File: src/rtl/adc_driver_pkg.sv
// Shared types for the ADC capture sequencer.
// Holds the FSM state encoding and the trigger mode constants.
package adc_driver_pkg;

    typedef enum logic [1:0] {
        PRETRIG  = 2'd0,
        ARMED    = 2'd1,
        POSTTRIG = 2'd2,
        DONE     = 2'd3
    } state_t;

    localparam logic [1:0] MODE_NORMAL    = 2'd0;
    localparam logic [1:0] MODE_AUTO      = 2'd1;
    localparam logic [1:0] MODE_IMMEDIATE = 2'd2;

endpackage

File: src/rtl/adc_driver_if.sv
// Buffer write bus plus capture hand-off to the SPI read-out.
// Ports: valid/ready handshake, mem_addr/mem_en write strobe, trig_addr.
interface adc_driver_if #(
    parameter int DEPTH = 6
) ();

    logic             valid;
    logic             ready;
    logic [DEPTH:0]   mem_addr;
    logic             mem_en;
    logic [DEPTH:0]   trig_addr;

    modport master (
        output valid,
        output mem_addr,
        output mem_en,
        output trig_addr,
        input  ready
    );

    modport slave (
        input  valid,
        input  mem_addr,
        input  mem_en,
        input  trig_addr,
        output ready
    );

endinterface

File: src/rtl/adc_driver_sample_strobe_gen.sv
// Sample-rate divider: one-clock strobe every max(sample_divider,1) clocks.
// Ports: clk, rst_n, sample_divider in; strobe out (registered).
module sample_strobe_gen #(
    parameter int DEL_W = 24
) (
    input  logic             clk,
    input  logic             rst_n,
    input  logic [DEL_W-1:0] sample_divider,
    output logic             strobe
);

    logic [DEL_W-1:0] cnt;
    logic [DEL_W-1:0] reload;

    // Divider is only sampled at reload, so a change lands on the next period.
    assign reload = (sample_divider == '0) ? '0
                                           : sample_divider - DEL_W'(1);

    always_ff @(posedge clk or negedge rst_n) begin
        if (!rst_n) begin
            cnt    <= '0;
            strobe <= 1'b0;
        end else if (cnt == '0) begin
            cnt    <= reload;
            strobe <= 1'b1;
        end else begin
            cnt    <= cnt - DEL_W'(1);
            strobe <= 1'b0;
        end
    end

endmodule

File: src/rtl/adc_driver.sv
// Capture sequencer: pre-trigger fill, arming, post-trigger capture, hand-off.
// Ports: clk, rst_n, sample_divider, mode, trigger_req in; bus (master);
//        waiting_for_trigger, triggered out.
module adc_driver
    import adc_driver_pkg::*;
#(
    parameter int DEPTH = 6,
    parameter int DEL_W = 24
) (
    input  logic             clk,
    input  logic             rst_n,
    input  logic [DEL_W-1:0] sample_divider,
    input  logic [1:0]       mode,
    input  logic             trigger_req,
    adc_driver_if.master     bus,
    output logic             waiting_for_trigger,
    output logic             triggered
);

    localparam int H = 2 ** DEPTH;
    localparam logic [DEPTH-1:0] CNT_LAST = DEPTH'(H - 1);
    localparam logic [DEPTH+1:0] AUTO_LIM = (DEPTH+2)'(2 * H);

    state_t           state_q, state_d;
    logic [DEPTH-1:0] cnt_q, cnt_d;
    logic [DEPTH+1:0] auto_q, auto_d;
    logic [DEPTH:0]   addr_q, addr_d;
    logic [DEPTH:0]   taddr_q, taddr_d;
    logic             pend_q, pend_d;
    logic             trig_prev_q;
    logic             strobe;
    logic             rise;
    logic             wr;
    logic             pend_now;
    logic             fire;

    sample_strobe_gen #(.DEL_W(DEL_W)) u_strobe (
        .clk            (clk),
        .rst_n          (rst_n),
        .sample_divider (sample_divider),
        .strobe         (strobe)
    );

    assign rise     = trigger_req & ~trig_prev_q;
    assign wr       = strobe & (state_q != DONE);
    // An edge arriving on the trigger write itself still counts.
    assign pend_now = pend_q | rise;

    always_comb begin
        state_d = state_q;
        cnt_d   = cnt_q;
        auto_d  = auto_q;
        addr_d  = addr_q;
        taddr_d = taddr_q;
        pend_d  = 1'b0;
        fire    = 1'b0;

        if (wr) addr_d = addr_q + (DEPTH+1)'(1);

        unique case (1'b1)
            mode >= MODE_IMMEDIATE: fire = 1'b1;
            mode == MODE_AUTO:      fire = pend_now | (auto_q == AUTO_LIM);
            mode == MODE_NORMAL:    fire = pend_now;
            default:                fire = 1'b0;
        endcase

        unique case (state_q)
            PRETRIG: begin
                if (wr) begin
                    if (cnt_q == CNT_LAST) begin
                        state_d = ARMED;
                        cnt_d   = '0;
                    end else begin
                        cnt_d = cnt_q + DEPTH'(1);
                    end
                end
            end
            ARMED: begin
                pend_d = pend_now;
                if (wr) begin
                    if (fire) begin
                        taddr_d = addr_q;
                        state_d = POSTTRIG;
                        // Trigger write is post-trigger sample 0.
                        cnt_d   = DEPTH'(1);
                        auto_d  = '0;
                        pend_d  = 1'b0;
                    end else if (auto_q != AUTO_LIM) begin
                        auto_d = auto_q + (DEPTH+2)'(1);
                    end
                end
            end
            POSTTRIG: begin
                if (wr) begin
                    if (cnt_q == CNT_LAST) begin
                        state_d = DONE;
                        cnt_d   = '0;
                    end else begin
                        cnt_d = cnt_q + DEPTH'(1);
                    end
                end
            end
            DONE: begin
                if (bus.ready) state_d = PRETRIG;
            end
        endcase
    end

    always_ff @(posedge clk or negedge rst_n) begin
        if (!rst_n) begin
            state_q     <= PRETRIG;
            cnt_q       <= '0;
            auto_q      <= '0;
            addr_q      <= '0;
            taddr_q     <= '0;
            pend_q      <= 1'b0;
            trig_prev_q <= 1'b0;
        end else begin
            state_q     <= state_d;
            cnt_q       <= cnt_d;
            auto_q      <= auto_d;
            addr_q      <= addr_d;
            taddr_q     <= taddr_d;
            pend_q      <= pend_d;
            trig_prev_q <= trigger_req;
        end
    end

    assign bus.mem_addr        = addr_q;
    assign bus.mem_en          = wr;
    assign bus.trig_addr       = taddr_q;
    assign bus.valid           = (state_q == DONE);
    assign waiting_for_trigger = (state_q == ARMED);
    assign triggered           = (state_q == POSTTRIG) | (state_q == DONE);

endmodule

File: src/flat_wrapper.sv
// flat-port wrapper written by rule: the top's interface ports become plain ports
module adc_driver_flat import adc_driver_pkg::*;
#(
    parameter int DEPTH = 6,
    parameter int DEL_W = 24
)
  (clk, rst_n, sample_divider, mode, trigger_req, waiting_for_trigger, triggered, bus_valid, bus_mem_addr, bus_mem_en, bus_trig_addr, bus_ready);
  adc_driver_if #(.DEPTH(DEPTH)) bus_i ();
  input  logic clk;
  input  logic rst_n;
  input  logic [DEL_W-1:0] sample_divider;
  input  logic [1:0] mode;
  input  logic trigger_req;
  output logic waiting_for_trigger;
  output logic triggered;
  output wire logic [$bits(bus_i.valid)-1:0] bus_valid;
  output wire logic [$bits(bus_i.mem_addr)-1:0] bus_mem_addr;
  output wire logic [$bits(bus_i.mem_en)-1:0] bus_mem_en;
  output wire logic [$bits(bus_i.trig_addr)-1:0] bus_trig_addr;
  input wire logic [$bits(bus_i.ready)-1:0] bus_ready;
  assign bus_valid = bus_i.valid;
  assign bus_mem_addr = bus_i.mem_addr;
  assign bus_mem_en = bus_i.mem_en;
  assign bus_trig_addr = bus_i.trig_addr;
  assign bus_i.ready = bus_ready;
  adc_driver #(.DEPTH(DEPTH), .DEL_W(DEL_W)) u_core (.clk(clk), .rst_n(rst_n), .sample_divider(sample_divider), .mode(mode), .trigger_req(trigger_req), .bus(bus_i), .waiting_for_trigger(waiting_for_trigger), .triggered(triggered));
endmodule
File: config.mk
export PLATFORM = sky130hd
export DESIGN_NAME = adc_driver_flat
export DESIGN_NICKNAME = d
export VERILOG_FILES = /design/src/rtl/adc_driver_pkg.sv /design/src/rtl/adc_driver_if.sv /design/src/rtl/adc_driver_sample_strobe_gen.sv /design/src/rtl/adc_driver.sv /design/src/flat_wrapper.sv
export SDC_FILE = /design/constraint.sdc
export NUM_CORES = 1
export LEC_CHECK = 0
export ABC_AREA = 0
export CAP_MARGIN = 20
export CELL_PAD_IN_SITES_DETAIL_PLACEMENT = 1
export CELL_PAD_IN_SITES_GLOBAL_PLACEMENT = 2
export CORE_MARGIN = 2
export CORE_UTILIZATION = 37
export DETAILED_ROUTE_END_ITERATION = 12
export PLACE_DENSITY = 0.84
export SETUP_SLACK_MARGIN = 0.5
export SYNTH_ARGS = -nofsm -noshare
export SYNTH_HDL_FRONTEND = slang
export SYNTH_SLANG_ARGS = --single-unit
File: constraint.sdc
create_clock -name clk -period 7.3 [get_ports clk]
set_clock_uncertainty 0.2 [all_clocks]
set_input_delay 1.095 -clock clk [delete_from_list [all_inputs] [get_ports clk]]
set_output_delay 1.095 -clock clk [all_outputs]
set_load 0.005 [all_outputs]
==> flow_metrics.tcl <==
set metrics [dict create \
    status "finished clean" \
    synth_top_family_by_area "simple AND/OR/NAND/NOR gates" \
    grt.met1_usage_pct 21.8 \
    core_mm2 0.00881 \
    synth_fa_ha_area_share_pct 4.44 \
    post-dp-hpwl_um 5940 \
    clock_latency_ps 330 \
    postCtsSetupBuffers 0 \
    slew_headroom_pct 37.0 \
    yosys_warnings 0 \
    hold_violations 0 \
    fin_tns_setup_ps 0 \
    portBuffers 47 \
    syn-num-nets 391 \
    worst_pin_slew_ps 942 \
    cts_tree "done" \
    fmax_mhz 271 \
    path_class "in2reg" \
    antenna_left 0 \
    cpPeakStageDelay_ps 850 \
    ys_ff_latch 57 \
    period_minus_slack_ps 3690 \
    crit_slowest_cell "o41ai_4" \
    ioPinCount 48 \
    critPathLaunchType "input pin" \
    synthToLayoutAreaGrowth_pct 24.1 \
    layout.nets 440 \
    die_y_um 99.6 \
    synth_xor_area_share_pct 11.1 \
    grt_util_all_layers_pct 17.6 \
    busiest_layer "met2" \
    detail_route.vias_per_cell 5.55 \
    die_area_mm2 0.00993 \
    first_global_vias 2949 \
    cp_top_family "compound AO/OA/AOI/OAI gates" \
    dr.pass1.iters 4 \
    use_met3_pct 3.44 \
    synth_top_area_cell "dfrtp_1" \
    cts_buffer_depth 2 \
    yosysSeqAreaShare_pct 42.2 \
    clock-sinks 57 \
    initialDrtViolationCount 43 \
    gp_congestion 0.736 \
    cts_buffers 9 \
    wl_per_cell_um 15.8 \
    start_util_pct 38.4 \
    antenna_found_initial 0 \
    whs_ps 298 \
    synth.distinct_cells 46 \
    grt_max_degree 58 \
    crit_chain "clkdlybuf4s50_1, nor3_1, nand4_1, o41ai_4, buf_6, o22ai_1" \
    rows 34 \
    slew_viol_final 0 \
    setup_viol 0 \
    synthFlopType "dfrtp_1" \
    grt_overflow 0 \
    synthCells 349 \
    antenna_cells 0 \
    hold_path.class "reg2reg" \
    min_period_over_period_pct 50.5 \
    synth_edf_count 0 \
    worstSetupEndpointType "flop" \
    cts_root_buf "clkbuf_8" \
    wirelength_um 8050 \
    grt_util_met2_pct 31.3 \
    p_per_area_mw_per_mm2 172 \
    muxShareOfSynthArea_pct 4.25 \
    netlist_top_cells_area "dfrtp_1 (42%), xnor2_1 (8.3%), ha_1 (4.4%)" \
    async_reset_ff_share_pct 100 \
    clk_pin_slew_ps 70 \
    rsz0062_at_grt "no" \
    synthSimpleGateAreaFrac_pct 22.4 \
    power.leakage_uw 0.00156 \
    cp_num_buf_inv 2 \
    drive_gt1_share_pct 9.68 \
    worstPathRequired_ps 7280 \
    synth.avg_cell_area_um2 9.69 \
    syn_area_mm2 0.00338 \
    die_w_um 99.6 \
    total_power_uw 720 \
    arrival_ps 3660 \
    fin_util_pct 47.7 \
    drc_errors 0 \
    vias 2834 \
    peakVddDrop_mv 0.0795 \
    synth_compound_area_share_pct 12.7 \
    ctsHtreeMaxLevel 3 \
    cts_hold_buf 0 \
    cts-resized-gates 0 \
    path_max_fanout 13 \
    synth_top_area_share_pct 42.2 \
    maxCapViolCount 0 \
    grt_pass1_wl_um 14100 \
]
-- layer usage --
layer | vias to the layer above | part of all wire (%)
met2 | 44 | 50
met3 | 8 | 3.0
li1 | 1386 | -
met1 | 1396 | 46
met4 | 0 | 0.81
met5 | - | 0
-- flip-flops by register name (all words and copies together), names as in the netlist --
name                    cells
u_core.state_q              2
u_core.pend_q               1
u_core.u_strobe.cnt        24
u_core.bus.mem_addr         7
u_core.cnt_q                6
u_core.u_strobe.strobe      1
u_core.trig_prev_q          1
u_core.bus.trig_addr        7
u_core.auto_q               8
-- path summary, 6_finish.rpt --
kind | endpoint | slack (ps) | startpoint | cells after the start
setup reg to reg | u_core.bus.trig_addr[1]$_DFFE_PN0P_ | 4370 | u_core.auto_q[4]$_DFFE_PN0P_ | 5
hold / removal | u_core.bus.mem_addr[6]$_DFFE_PN0P_ | 300 | u_core.bus.mem_addr[6]$_DFFE_PN0P_ | 1
setup / recovery | u_core.u_strobe.cnt[8]$_DFF_PN0_ | 3610 | sample_divider[4] | 6
max in group asynchronous | u_core.u_strobe.cnt[9]$_DFF_PN0_ | 5700 | rst_n | 2
min in group asynchronous | u_core.state_q[1]$_DFFE_PN0P_ | 700 | rst_n | 2
hold reg to reg | u_core.bus.mem_addr[6]$_DFFE_PN0P_ | 300 | u_core.bus.mem_addr[6]$_DFFE_PN0P_ | 1
-- final cells by class --
class | count | area, um^2
Inverter | 9 | 33.8
Multi-Input combinational cell | 271 | 1870
Timing Repair Buffer | 50 | 492
Clock buffer | 10 | 138
Clock inverter | 6 | 105
Fill cell | 1014 | 4610
Tap cell | 108 | 135
Sequential cell | 57 | 1430
-- where the power goes --
| part | switching, uW | internal, uW | total (uW) | leakage, uW |
|---|---|---|---|---|
| registers | 0.612 | 317 | 317 | 0.000673 |
| clock network | 127 | 234 | 361 | 0.000126 |
| logic | 20.7 | 21.0 | 41.6 | 0.000760 |
-- cell usage in the layout (no fill, tap or decap), types with 4 or more instances in the layout --
| cell type | n |
|---|---|
| nor4_1 | 19 |
| o21ai_1 | 9 |
| xnor2_1 | 32 |
| o21ai_0 | 21 |
| dfrtp_1 | 57 |
| o22ai_1 | 13 |
| nor2_1 | 26 |
| nand3_1 | 12 |
| mux2_2 | 11 |
| or3_1 | 7 |
| nor3_1 | 21 |
| nand4_1 | 5 |
| xor2_1 | 11 |
| clkdlybuf4s50_1 | 46 |
| ha_1 | 12 |
| or4_1 | 4 |
| nor3b_1 | 5 |
| o31a_1 | 7 |
| nand2_1 | 17 |
| clkbuf_8 | 10 |
| inv_1 | 9 |
-- logic make-up (layout without fill, tap and decap cells) --
logic type / Yosys count / count (layout)
simple gates: 136 / 136
buf+inv: 21 / 75
flops: 57 / 57
fa+ha+maj: 12 / 12
xor+xnor: 43 / 43
mux: 13 / 13
compound gates: 67 / 67
-- stage by stage --
stage                     cells  worst slack [ps]  cell area, um^2
after floorplan             349              4170             3380
after global placement      494              3170             3950
after detailed placement    494              2980             3950
after CTS                   510              3350             4190
after global routing        511              3430             4200
final                       511              3610             4200
-- cell usage after synthesis (2+ instances only) --
cell type,number
dfrtp_1,57
xnor2_1,32
nor2_1,26
nor3_1,21
o21ai_0,21
nor4_1,19
nand2_1,17
o22ai_1,13
ha_1,12
nand3_1,12
mux2_2,11
xor2_1,11
inv_1,9
o21ai_1,9
o31a_1,7
or3_1,7
clkbuf_1,6
nand4_1,5
nor3b_1,5
or4_1,4
a21oi_1,3
buf_2,3
nand3b_1,3
o21a_1,3
o31ai_1,3
or2_2,3
and4_1,2
buf_6,2
mux2i_1,2
nand4b_1,2
nor2b_1,2
nor4b_1,2
or4b_2,2
(Power assumes the default switching activity.)
